`config.mk`:
```
export PLATFORM = sky130hd
export DESIGN_NAME = fsqrt_issue
export DESIGN_NICKNAME = d
export VERILOG_FILES = /design/src/rtl/fsqrt_issue.sv
export SDC_FILE = /design/constraint.sdc
export NUM_CORES = 1
export LEC_CHECK = 0
export ABC_AREA = 1
export CAP_MARGIN = 15
export CORE_UTILIZATION = 49
export CTS_CLUSTER_SIZE = 40
export DETAILED_ROUTE_END_ITERATION = 8
export GPL_ROUTABILITY_DRIVEN = 0
export GPL_TIMING_DRIVEN = 0
export PLACE_DENSITY = 0.73
export SYNTH_ARGS = -nofsm -noshare
export SYNTH_HDL_FRONTEND = slang
export SYNTH_SLANG_ARGS = --single-unit
```
`constraint.sdc`:
```
create_clock -name clk -period 2.9 [get_ports clk]
set_input_delay 0.435 -clock clk [delete_from_list [all_inputs] [get_ports clk]]
set_output_delay 0.435 -clock clk [all_outputs]
set_load 0.01 [all_outputs]
```
`src/rtl/fsqrt_issue.sv`:
```
// fsqrt_issue: credit-based issue/return wrapper for an external 3-stage square-root datapath.
// Optional FSQRT_NEG_NAN_EN replaces results of negative nonzero operands with a quiet NaN.
module fsqrt_issue #(
  parameter int DEPTH = 8,
  parameter int TAG_W = 5
) (
  input  logic             clk,
  input  logic             rstn,
  input  logic             in_valid,
  output logic             in_ready,
  input  logic [31:0]      in_x,
  input  logic [TAG_W-1:0] in_tag,
  output logic [31:0]      sq_x,
  input  logic [31:0]      sq_y,
  output logic             out_valid,
  input  logic             out_ready,
  output logic [31:0]      out_y,
  output logic [TAG_W-1:0] out_tag,
  output logic             busy
);
  localparam int AW = $clog2(DEPTH);
  localparam logic [AW+1:0] DEPTH_C = (AW+2)'(DEPTH);
  logic [3:0] vld;
  logic [3:0][TAG_W-1:0] tg;
  logic [AW:0] wr_ptr, rd_ptr, occ;
  logic [31:0] y_mem [DEPTH];
  logic [TAG_W-1:0] t_mem [DEPTH];
  logic [2:0] in_flight;
  logic [AW+1:0] credits;
  logic [31:0] push_y;
  logic acc, push, pop, full;
  assign acc = in_valid && in_ready;
  assign push = vld[3];
  assign pop = out_valid && out_ready;
  assign occ = wr_ptr - rd_ptr;
  assign full = occ[AW];
  assign in_flight = {2'b0, vld[0]} + {2'b0, vld[1]} + {2'b0, vld[2]} + {2'b0, vld[3]};
  assign credits = {{(AW-1){1'b0}}, in_flight} + {1'b0, occ};
  assign in_ready = credits < DEPTH_C;
  assign out_valid = wr_ptr != rd_ptr;
  assign out_y = out_valid ? y_mem[rd_ptr[AW-1:0]] : '0;
  assign out_tag = out_valid ? t_mem[rd_ptr[AW-1:0]] : '0;
  assign busy = |vld || out_valid;
`ifdef FSQRT_NEG_NAN_EN
  logic [3:0] neg;
  always_ff @(posedge clk or negedge rstn)
    if (!rstn) neg <= '0;
    else neg <= {neg[2:0], acc && in_x[31] && |in_x[30:0]};
  assign push_y = neg[3] ? 32'h7FC00000 : sq_y;
`else
  assign push_y = sq_y;
`endif
  always_ff @(posedge clk or negedge rstn)
    if (!rstn) begin
      vld <= '0;
      tg <= '0;
      wr_ptr <= '0;
      rd_ptr <= '0;
      sq_x <= '0;
    end else begin
      vld <= {vld[2:0], acc};
      tg <= {tg[2:0], in_tag};
      if (acc) sq_x <= in_x;
      if (push) wr_ptr <= wr_ptr + 1'b1;
      if (pop) rd_ptr <= rd_ptr + 1'b1;
    end
  always_ff @(posedge clk)
    if (push) begin
      y_mem[wr_ptr[AW-1:0]] <= push_y;
      t_mem[wr_ptr[AW-1:0]] <= tg[3];
    end
  assert property (@(posedge clk) disable iff (!rstn) !(push && full));
endmodule
```
==> results of run 1 <==
## area by class of cell
class / count / area, um^2 / area share, %
tap: 378 / 473.0 / 2.660
clock buffer: 46 / 1032 / 5.806
buffer: 72 / 528.0 / 2.970
clock inverter: 19 / 217.7 / 1.224
inverter: 19 / 76.32 / 0.4293
timing repair buffer: 171 / 1629 / 9.163
multi-input combinational: 676 / 3331 / 18.73
sequential: 360 / 10490 / 59.01
## logic make-up after synthesis
family                     count (synthesis)
AOI/OAI and AO/OA                        225
xor gates and xnor gates                   7
adders and majority gates                 10
buffers and inverters                     93
DFF                                      360
and+or+nand+nor                          434
## how the worst max path moves through the flow
| stage | slack [ns] | cells past startpoint | endpoint | start |
|---|---|---|---|---|
| 6_report | 0.03 | 9 | out_tag[2] | rd_ptr[0] |
| 3_3_place_gp | -1.35 | 3 | y_mem[7][20] | vld[3] |
| 3_5_place_dp | -0.88 | 12 | in_ready | rd_ptr[1] |
| 4_1_cts | -0.08 | 12 | in_ready | rd_ptr[1] |
| 2_1_floorplan | 0.15 | 3 | t_mem[7][0] | vld[3] |
| 5_1_grt | -0.04 | 11 | in_ready | wr_ptr[0] |
## layer usage
layer | track usage [%] | part of all wire, % | vias up
met1 | 32.07 | 40 | 4699
met5 | 0 | 0 | -
li1 | - | - | 4438
met2 | 40.79 | 49 | 491
met4 | 8.388 | 2.3 | 0
met3 | 4.784 | 9.0 | 71
## Yosys cell counts
| library cell | count |
|---|---|
| a21oi_1 | 2 |
| buf_1 | 3 |
| buf_2 | 35 |
| buf_4 | 4 |
| buf_6 | 6 |
| clkbuf_1 | 26 |
| dfrtp_1 | 64 |
| edfxtp_1 | 296 |
| fa_1 | 2 |
| ha_1 | 8 |
| inv_1 | 18 |
| inv_2 | 1 |
| nand2_1 | 123 |
| nand2_2 | 1 |
| nand3_1 | 7 |
| nand3_2 | 1 |
| nand4_1 | 32 |
| nor2_1 | 270 |
| o211ai_1 | 37 |
| o21ai_0 | 138 |
| o21ai_1 | 11 |
| o22ai_1 | 37 |
| xor2_1 | 7 |
## metrics by stage
stage | util, % | hold slack [ns] | instances | cell area, um^2 | setup TNS (ns)
floorplan | - | 0.1394 | 1129 | 14140 | 0
global placement | 57.11 | 0.3328 | 1650 | 16040 | -415.17
detailed placement | 57.94 | 0.3347 | 1658 | 16270 | -24.41
CTS | 63.32 | 0.03420 | 1741 | 17780 | -0.7518
global route | 63.30 | 0.07737 | 1741 | 17780 | -0.08609
finish | 63.30 | -0.003625 | 1741 | 17780 | 0
## worst max-delay path, delay by kind of cell (launching register included)
family	cells	cell delay [ns]
AO/OA/AOI/OAI	2	0.29
buffers and inverters	5	0.94
flip-flops	1	0.42
AND/OR/NAND/NOR	2	0.27
## timing repair
| item | 4_1_cts | 5_1_grt |
|---|---|---|
| setup buffers | 16 | 2 |
| pin swaps | 4 | 7 |
| resized for setup | 147 | 60 |
| endpoints found under the setup margin | 69 | 38 |
| endpoints found under the hold margin | 0 | 0 |
| gates cloned | 2 | 0 |
## sequential cells by signal (all words and copies together), names as in the netlist
signal,count
vld,4
t_mem,40
y_mem,256
sq_x,32
tg,20
wr_ptr,4
rd_ptr,4
## power groups by stage
stage	clock network [mW]	registers (mW)	logic [mW]
2_1_floorplan	0	6.68	4.34
3_3_place_gp	0	6.66	7.77
3_5_place_dp	0	6.64	8.03
4_1_cts	4.92	6.52	8.28
5_1_grt	5.14	6.58	9.16
6_report	4.88	6.53	8.34
==> flow_summary.toml, run 1 <==
[critical_path]
cp_max_fo = 10
r2r_slack_ns = 0.38
setup.worst_path.start_class = "flip-flop"
worstReg2RegStart = "rd_ptr[1]"
cp_cell_sequence = "buf_4, inv_2, buf_8, buf_6, o21ai_0, o22ai_1, nor2_1, nor2_2, clkdlybuf4s15_2"
crit_slowest_cell = "dfrtp_2"
worstPathRequired_ns = 2.47
endpoint_kind = "primary output"
max_stage_delay_ns = 0.42
crit_type = "flip-flop to primary output"
worst_r2r_endpoint = "sq_x[8]"
crit_arrival_ns = 2.44
worst_r2r_path_depth = 11

[yosys]
synth_compound_area_share_pct = 8.948
synth_fp_nets = 1212
yosysWarnings = 0
avgSynthCellArea_um2 = 12.52
ys_top_cells_by_area = "edfxtp_1 63%, dfrtp_1 11%, nor2_1 7.2%, o21ai_0 4.9%, nand2_1 3.3%"
synth_mux_area_share_pct = 0
synth.top_cell.area_share_pct = 62.88
synth_adder_area_share_pct = 0.9913
synth_seq_cells = 360
ys_types = 23
synth_area_mm2 = 0.01414
synth_top_family_by_area = "simple AND/OR/NAND/NOR gates"
synth_top_area_cell = "edfxtp_1"
yosysSeqAreaShare_pct = 74.21
synth_simple_gate_area_share_pct = 12.21
synthCells = 1129
synth_xor_area_share_pct = 0.4337

[sta]
max_slew.worst_pin.slew_ns = 0.9153
rsz0062_at_grt = "true"
hold_violations = 1
relSlewSlack_pct = 38.84
finClkSkew_ns = 0.01608
min_period_over_period_pct = 98.97
fmax_ghz = 0.3484
worst_slack_ns = 0.02977
period_minus_slack_ns = 2.870
holdWs_ns = -0.003625
setup_violations = 0
maxSlewViolCount = 0

[floorplan]
core_mm2 = 0.02809
initial_core_util_pct = 50.33
dieHeight_um = 171.9
fp.dieArea_mm2 = 0.02953
ios = 145
die_w_um = 171.9
row_count = 61

[drt]
drtAntennaViolNets = 0
drc = 0
first_pass_iters = 5
drtIter0Drc = 973
num_vias = 9699
vias_per_cell = 5.571
postRouteWirelength_um = 35070
wl_per_cell_um = 20.14

[pwr]
combPwrFrac_pct = 42.2
power.leakage_nw = 6.598
p_int_mw = 12.41
seqPwrFrac_pct = 33.1
total_power_mw = 19.75
clkPwrFrac_pct = 24.7
sw_frac_of_total_pct = 37.16
p_per_area_mw_per_mm2 = 1111
p_switching_mw = 7.341
ir_drop_uv = 732.1

[global_routing]
grt.total_usage_pct = 24.43
antenna_found_initial = 0
overflow = 0
grt_first_pass_wirelength_um = 53770
grt_pass1_vias = 9656
grt_max_degree = 65

[final_layout]
drive_gt1_share_pct = 14.97
final_cell_mix = "296 x edfxtp_1, 253 x nor2_1, 138 x o21ai_0"
n_fill_cell = 2090
final_common_cell = "edfxtp_1"
syn2layout_area_growth_pct = 25.77
n_antenna_cell = 0
fin_nets = 1420

[clock_tree]
cts_max_level = 2
clk_latency_ns = 0.53
path_clk_slew_ns = 0.06
cts_buffers = 37
cts_sinks = 360
cts_hold_buf = 0
cts-root-buf = "clkbuf_16"
tritoncts = "yes"
clock_path_buffers = 3

[placement]
hpwl_um = 20980
portBuffers = 143
pre_cts_slack_ns = -0.8825

[run_status]
outcome = "finished, violations left"
violations = "negative hold slack"

[run]
maxCapViolCount = 0

[min_path]
hold_class = "primary input to asynchronous set/reset pin"
(Power assumes the default switching activity.)
==> run 2, diff against run 1 <==
PLACE_DENSITY = 0.76   (was 0.73)
==> flow_summary.toml, run 2 (same netlist as run 1, synthesis figures left out) <==
[final_layout]
n_fill_cell = 2084
drive_gt1_share_pct = 14.77
design_area_mm2 = 0.01772
syn2layout_area_growth_pct = 25.35
register_area_mm2 = 0.01049
fin_cells = 1740
final_common_cell = "edfxtp_1"
multiInputGateArea_mm2 = 0.003366
largest_reg_flops = 256
fin_nets = 1417
final_cell_mix = "296 x edfxtp_1, 251 x nor2_1, 136 x o21ai_0"

[sta]
maxSlewViolCount = 0
finClkSkew_ns = 0.01129
max_slew.worst_pin.slew_ns = 0.8124
holdWs_ns = 0.01120
relSlewSlack_pct = 45.84
setup_violations = 0
min_period_over_period_pct = 98.92
period_minus_slack_ns = 2.869
rsz0062_at_grt = "true"
fmax_ghz = 0.3486
tns_ns = 0
hold_violations = 0

[min_path]
hold_class = "primary input to asynchronous set/reset pin"

[pwr]
power.leakage_nw = 6.533
ir_drop_uv = 910.0
p_int_mw = 12.05
p_per_area_mw_per_mm2 = 1102
seqPwrFrac_pct = 33.4
p_switching_mw = 7.478
sw_frac_of_total_pct = 38.29
clkPwrFrac_pct = 22.5
combPwrFrac_pct = 44.0

[drt]
dr.max_layer_used = "met4"
num_vias = 9875
first_pass_iters = 5
wl_met3_um = 3465
postRouteWirelength_um = 35700
drtAntennaViolNets = 0
wl_per_cell_um = 20.52
drtIter0Drc = 1034
vias_per_cell = 5.675
drc = 0
wl_met2_um = 17810
met1_length_um = 13390

[clock_tree]
cts_buffers = 38
cts_max_level = 2
clk_latency_ns = 0.52
cts-root-buf = "clkbuf_16"
path_clk_slew_ns = 0.06
tritoncts = "yes"
cts_sinks = 360
clock_path_buffers = 3
cts_hold_buf = 0

[global_routing]
grt.total_usage_pct = 24.62
grt_first_pass_wirelength_um = 54700
grt_pass1_vias = 9938
antenna_found_initial = 1
grt_max_degree = 65
overflow = 0

[critical_path]
setup.worst_path.start_class = "flip-flop"
worstReg2RegStart = "wr_ptr[0]"
crit_arrival_ns = 2.43
endpoint_kind = "primary output"
crit_type = "flip-flop to primary output"
crit_start = "rd_ptr[2]"
worstPathRequired_ns = 2.47
cp_max_fo = 10

[floorplan]
initial_core_util_pct = 50.33
core_mm2 = 0.02809
fp.dieArea_mm2 = 0.02953
row_count = 61
ios = 145
dieHeight_um = 171.9
die_w_um = 171.9

[run_status]
outcome = "finished clean"

[run]
maxCapViolCount = 0

[placement]
placed_cell_area_mm2 = 0.01627
portBuffers = 143
hpwl_um = 21400
dp_cells = 1658
[run 2: cell types whose count changed in the layout (fill, tap and decap cells not counted), moves of 4 or more]
cell and delta:
bufinv_16 -5, buf_2 -9, clkinv_1 +5, clkdlybuf4s15_1 +8
buf_4 +5, dlygate4sd2_1 -4
[run 2: cell type report]
cell class / count / area share (%)
flip-flops and latches: 360 / 59.21
multi-input cells: 676 / 18.99
repair buffers: 172 / 9.511
clock buffers: 46 / 5.712
plain buffers: 67 / 2.867
well taps: 378 / 2.669
clock inverters: 21 / 0.6002
inverters: 19 / 0.4166
diodes: 1 / 0.01412
[run 2: worst max-delay path, cell delays in order, from the launching register on]
cell	delay (ns)
dfrtp_1	0.41
buf_6	0.14
inv_2	0.08
ha_4	0.22
nand3_4	0.10
nor2_4	0.05
inv_4	0.09
buf_6	0.15
buf_8	0.15
nand2_1	0.09
nor2_2	0.24
buf_2	0.18
[run 2: stage by stage]
| step | util (%) | worst slack [ns] | power [mW] |
|---|---|---|---|
| 2_1_floorplan | - | 0.1466 | 11.03 |
| 3_3_place_gp | 57.11 | -1.342 | 14.43 |
| 3_5_place_dp | 57.91 | -0.9143 | 14.70 |
| 4_1_cts | 63.16 | -0.05989 | 19.45 |
| 5_1_grt | 63.08 | -0.04744 | 20.56 |
| 6_report | 63.09 | 0.03119 | 19.53 |
[run 2: power groups by stage]
stage	sequential (mW)	clock, mW	combinational [mW]
final	6.53	4.40	8.60
after global routing	6.58	4.66	9.32
after CTS	6.52	4.44	8.49
after detailed placement	6.65	0	8.05
after global placement	6.66	0	7.77
after floorplan	6.68	0	4.34
[run 2: timing repair]
item	CTS	global route
pin swaps	7	9
setup buffers	19	1
cloned	1	0
endpoints found under the setup margin	69	40
gates resized for setup	169	50
[run 2: path summary, 6_finish.rpt]
kind,cells past startpoint,to,slack (ns)
min in group clk,3,sq_x[29],0.28
hold / removal,1,sq_x[5],0.01
hold reg to reg,0,tg[14],0.35
setup / recovery,11,out_y[31],0.03
setup reg to reg,12,sq_x[30],0.42
max in group asynchronous,1,rd_ptr[0],2.31
[run 2: layer usage]
| metal | up-vias | global-route usage [%] |
|---|---|---|
| met5 | - | 0 |
| met4 | 0 | 8.734 |
| met3 | 101 | 5.219 |
| met2 | 545 | 42.25 |
| met1 | 4793 | 30.93 |
| li1 | 4436 | - |
==> run 3, diff against run 2 <==
CTS_CLUSTER_SIZE = 14   (was 40)
SKIP_LAST_GASP = 1   (was unset)
==> flow_summary.toml, run 3 (same netlist as run 1, synthesis figures left out) <==
[clock_tree]
tritoncts = "yes"
path_clk_slew_ns = 0.06
cts-root-buf = "clkbuf_16"
cts_max_level = 2
clock_path_buffers = 3
cts_sinks = 360
cts_buffers = 38
cts_hold_buf = 0
clk_latency_ns = 0.52

[global_routing]
grt_pass1_vias = 9933
grt_first_pass_wirelength_um = 54630
grt_max_degree = 65
antenna_found_initial = 1
overflow = 0
grt.total_usage_pct = 24.59

[final_layout]
fin_nets = 1417
n_fill_cell = 2088
syn2layout_area_growth_pct = 25.33
final_cell_mix = "296 x edfxtp_1, 253 x nor2_1, 137 x o21ai_0"
register_area_mm2 = 0.01049
largest_reg_flops = 256
multiInputGateArea_mm2 = 0.003353
drive_gt1_share_pct = 14.47
fin_cells = 1740
final_common_cell = "edfxtp_1"

[critical_path]
cp_max_fo = 10
crit_type = "flip-flop to primary output"
crit_arrival_ns = 2.43
worst_r2r_path_depth = 12
worstPathRequired_ns = 2.47
endpoint_kind = "primary output"
setup.worst_path.start_class = "flip-flop"

[run_status]
outcome = "finished clean"

[floorplan]
dieHeight_um = 171.9
row_count = 61
core_mm2 = 0.02809
ios = 145
initial_core_util_pct = 50.33
fp.dieArea_mm2 = 0.02953
die_w_um = 171.9

[sta]
max_slew.worst_pin.slew_ns = 0.8216
period_minus_slack_ns = 2.865
maxSlewViolCount = 0
hold_violations = 0
finClkSkew_ns = 0.01276
min_period_over_period_pct = 98.78
fmax_ghz = 0.3491
rsz0062_at_grt = "true"
setup_violations = 0
relSlewSlack_pct = 45.23

[drt]
first_pass_iters = 5
drtIter0Drc = 1097
drtAntennaViolNets = 0
postRouteWirelength_um = 35570
vias_per_cell = 5.650
wl_per_cell_um = 20.44
drc = 0
num_vias = 9831

[pwr]
p_per_area_mw_per_mm2 = 1103
power.leakage_nw = 6.546
ir_drop_uv = 910.8
total_power_mw = 19.54

[placement]
hpwl_um = 21400
portBuffers = 143
dp_cells = 1658

[min_path]
hold_class = "primary input to asynchronous set/reset pin"

[run]
maxCapViolCount = 0
==> run 3: cell count changes in the layout (fill, tap and decap cells not counted), moves of 2 or more <==
cell and change:
clkbuf_2 -2, nor2_2 -2, dlygate4sd2_1 -2, nor2_1 +2
==> run 3: per-stage QoR <==
step	worst slack (ns)	hold slack, ns	cell area (um^2)	TNS (ns)	util [%]
floorplan	0.1466	0.1394	14140	0	-
finish	0.03538	0.01397	17720	0	63.08
detailed placement	-0.9143	0.3347	16270	-26.47	57.91
CTS	-0.1366	0.04253	17720	-0.5103	63.08
global placement	-1.342	0.3322	16040	-409.79	57.11
global route	-0.05371	0.09088	17710	-0.1404	63.07
==> run 3: area by class of cell <==
cell class,count,area share (%)
Buffer,68,2.867
Clock buffer,46,5.713
Antenna cell,1,0.01412
Clock inverter,21,0.6003
Sequential cell,360,59.22
Tap cell,378,2.669
Multi-Input combinational cell,676,18.93
Timing Repair Buffer,171,9.569
Inverter,19,0.4167
==> run 3: repair_timing <==
action	in CTS	in global routing
gates resized for setup	156	60
endpoints found under the setup margin	69	40
setup buffers	19	0
pin swaps	4	11
cloned	1	0
==> run 3: critical path: stages (launching register included) <==
cell and delay [ns]:
dfrtp_1 0.41, buf_6 0.14, inv_2 0.08, ha_4 0.23, nand3_4 0.10, nor2_4 0.06
inv_4 0.09, buf_8 0.15, buf_8 0.15, nand2_1 0.09, nor2_2 0.23, buf_2 0.18
==> run 3: final timing paths <==
path | slack, ns | start | end
worst max register to register | 0.43 | wr_ptr[0] | sq_x[30]
min in group clk | 0.28 | in_valid | sq_x[29]
max in group asynchronous | 2.30 | rstn | rd_ptr[0]
worst min register to register | 0.35 | tg[9] | tg[14]
worst max-delay path | 0.04 | rd_ptr[2] | out_y[31]
worst min-delay path | 0.01 | rstn | sq_x[5]
==> run 3: per-layer routing <==
layer / up-vias / track usage (%) / part of all wire, %
li1: 4444 / - / -
met1: 4741 / 30.81 / 37
met2: 549 / 42.14 / 50
met3: 97 / 5.356 / 10
met4: 0 / 8.850 / 3.1
met5: - / 0 / 0
==> run 3: power breakdown <==
part | internal, mW | switching (mW)
clock network | 2.49 | 1.92
logic | 3.35 | 5.26
registers | 6.25 | 0.282
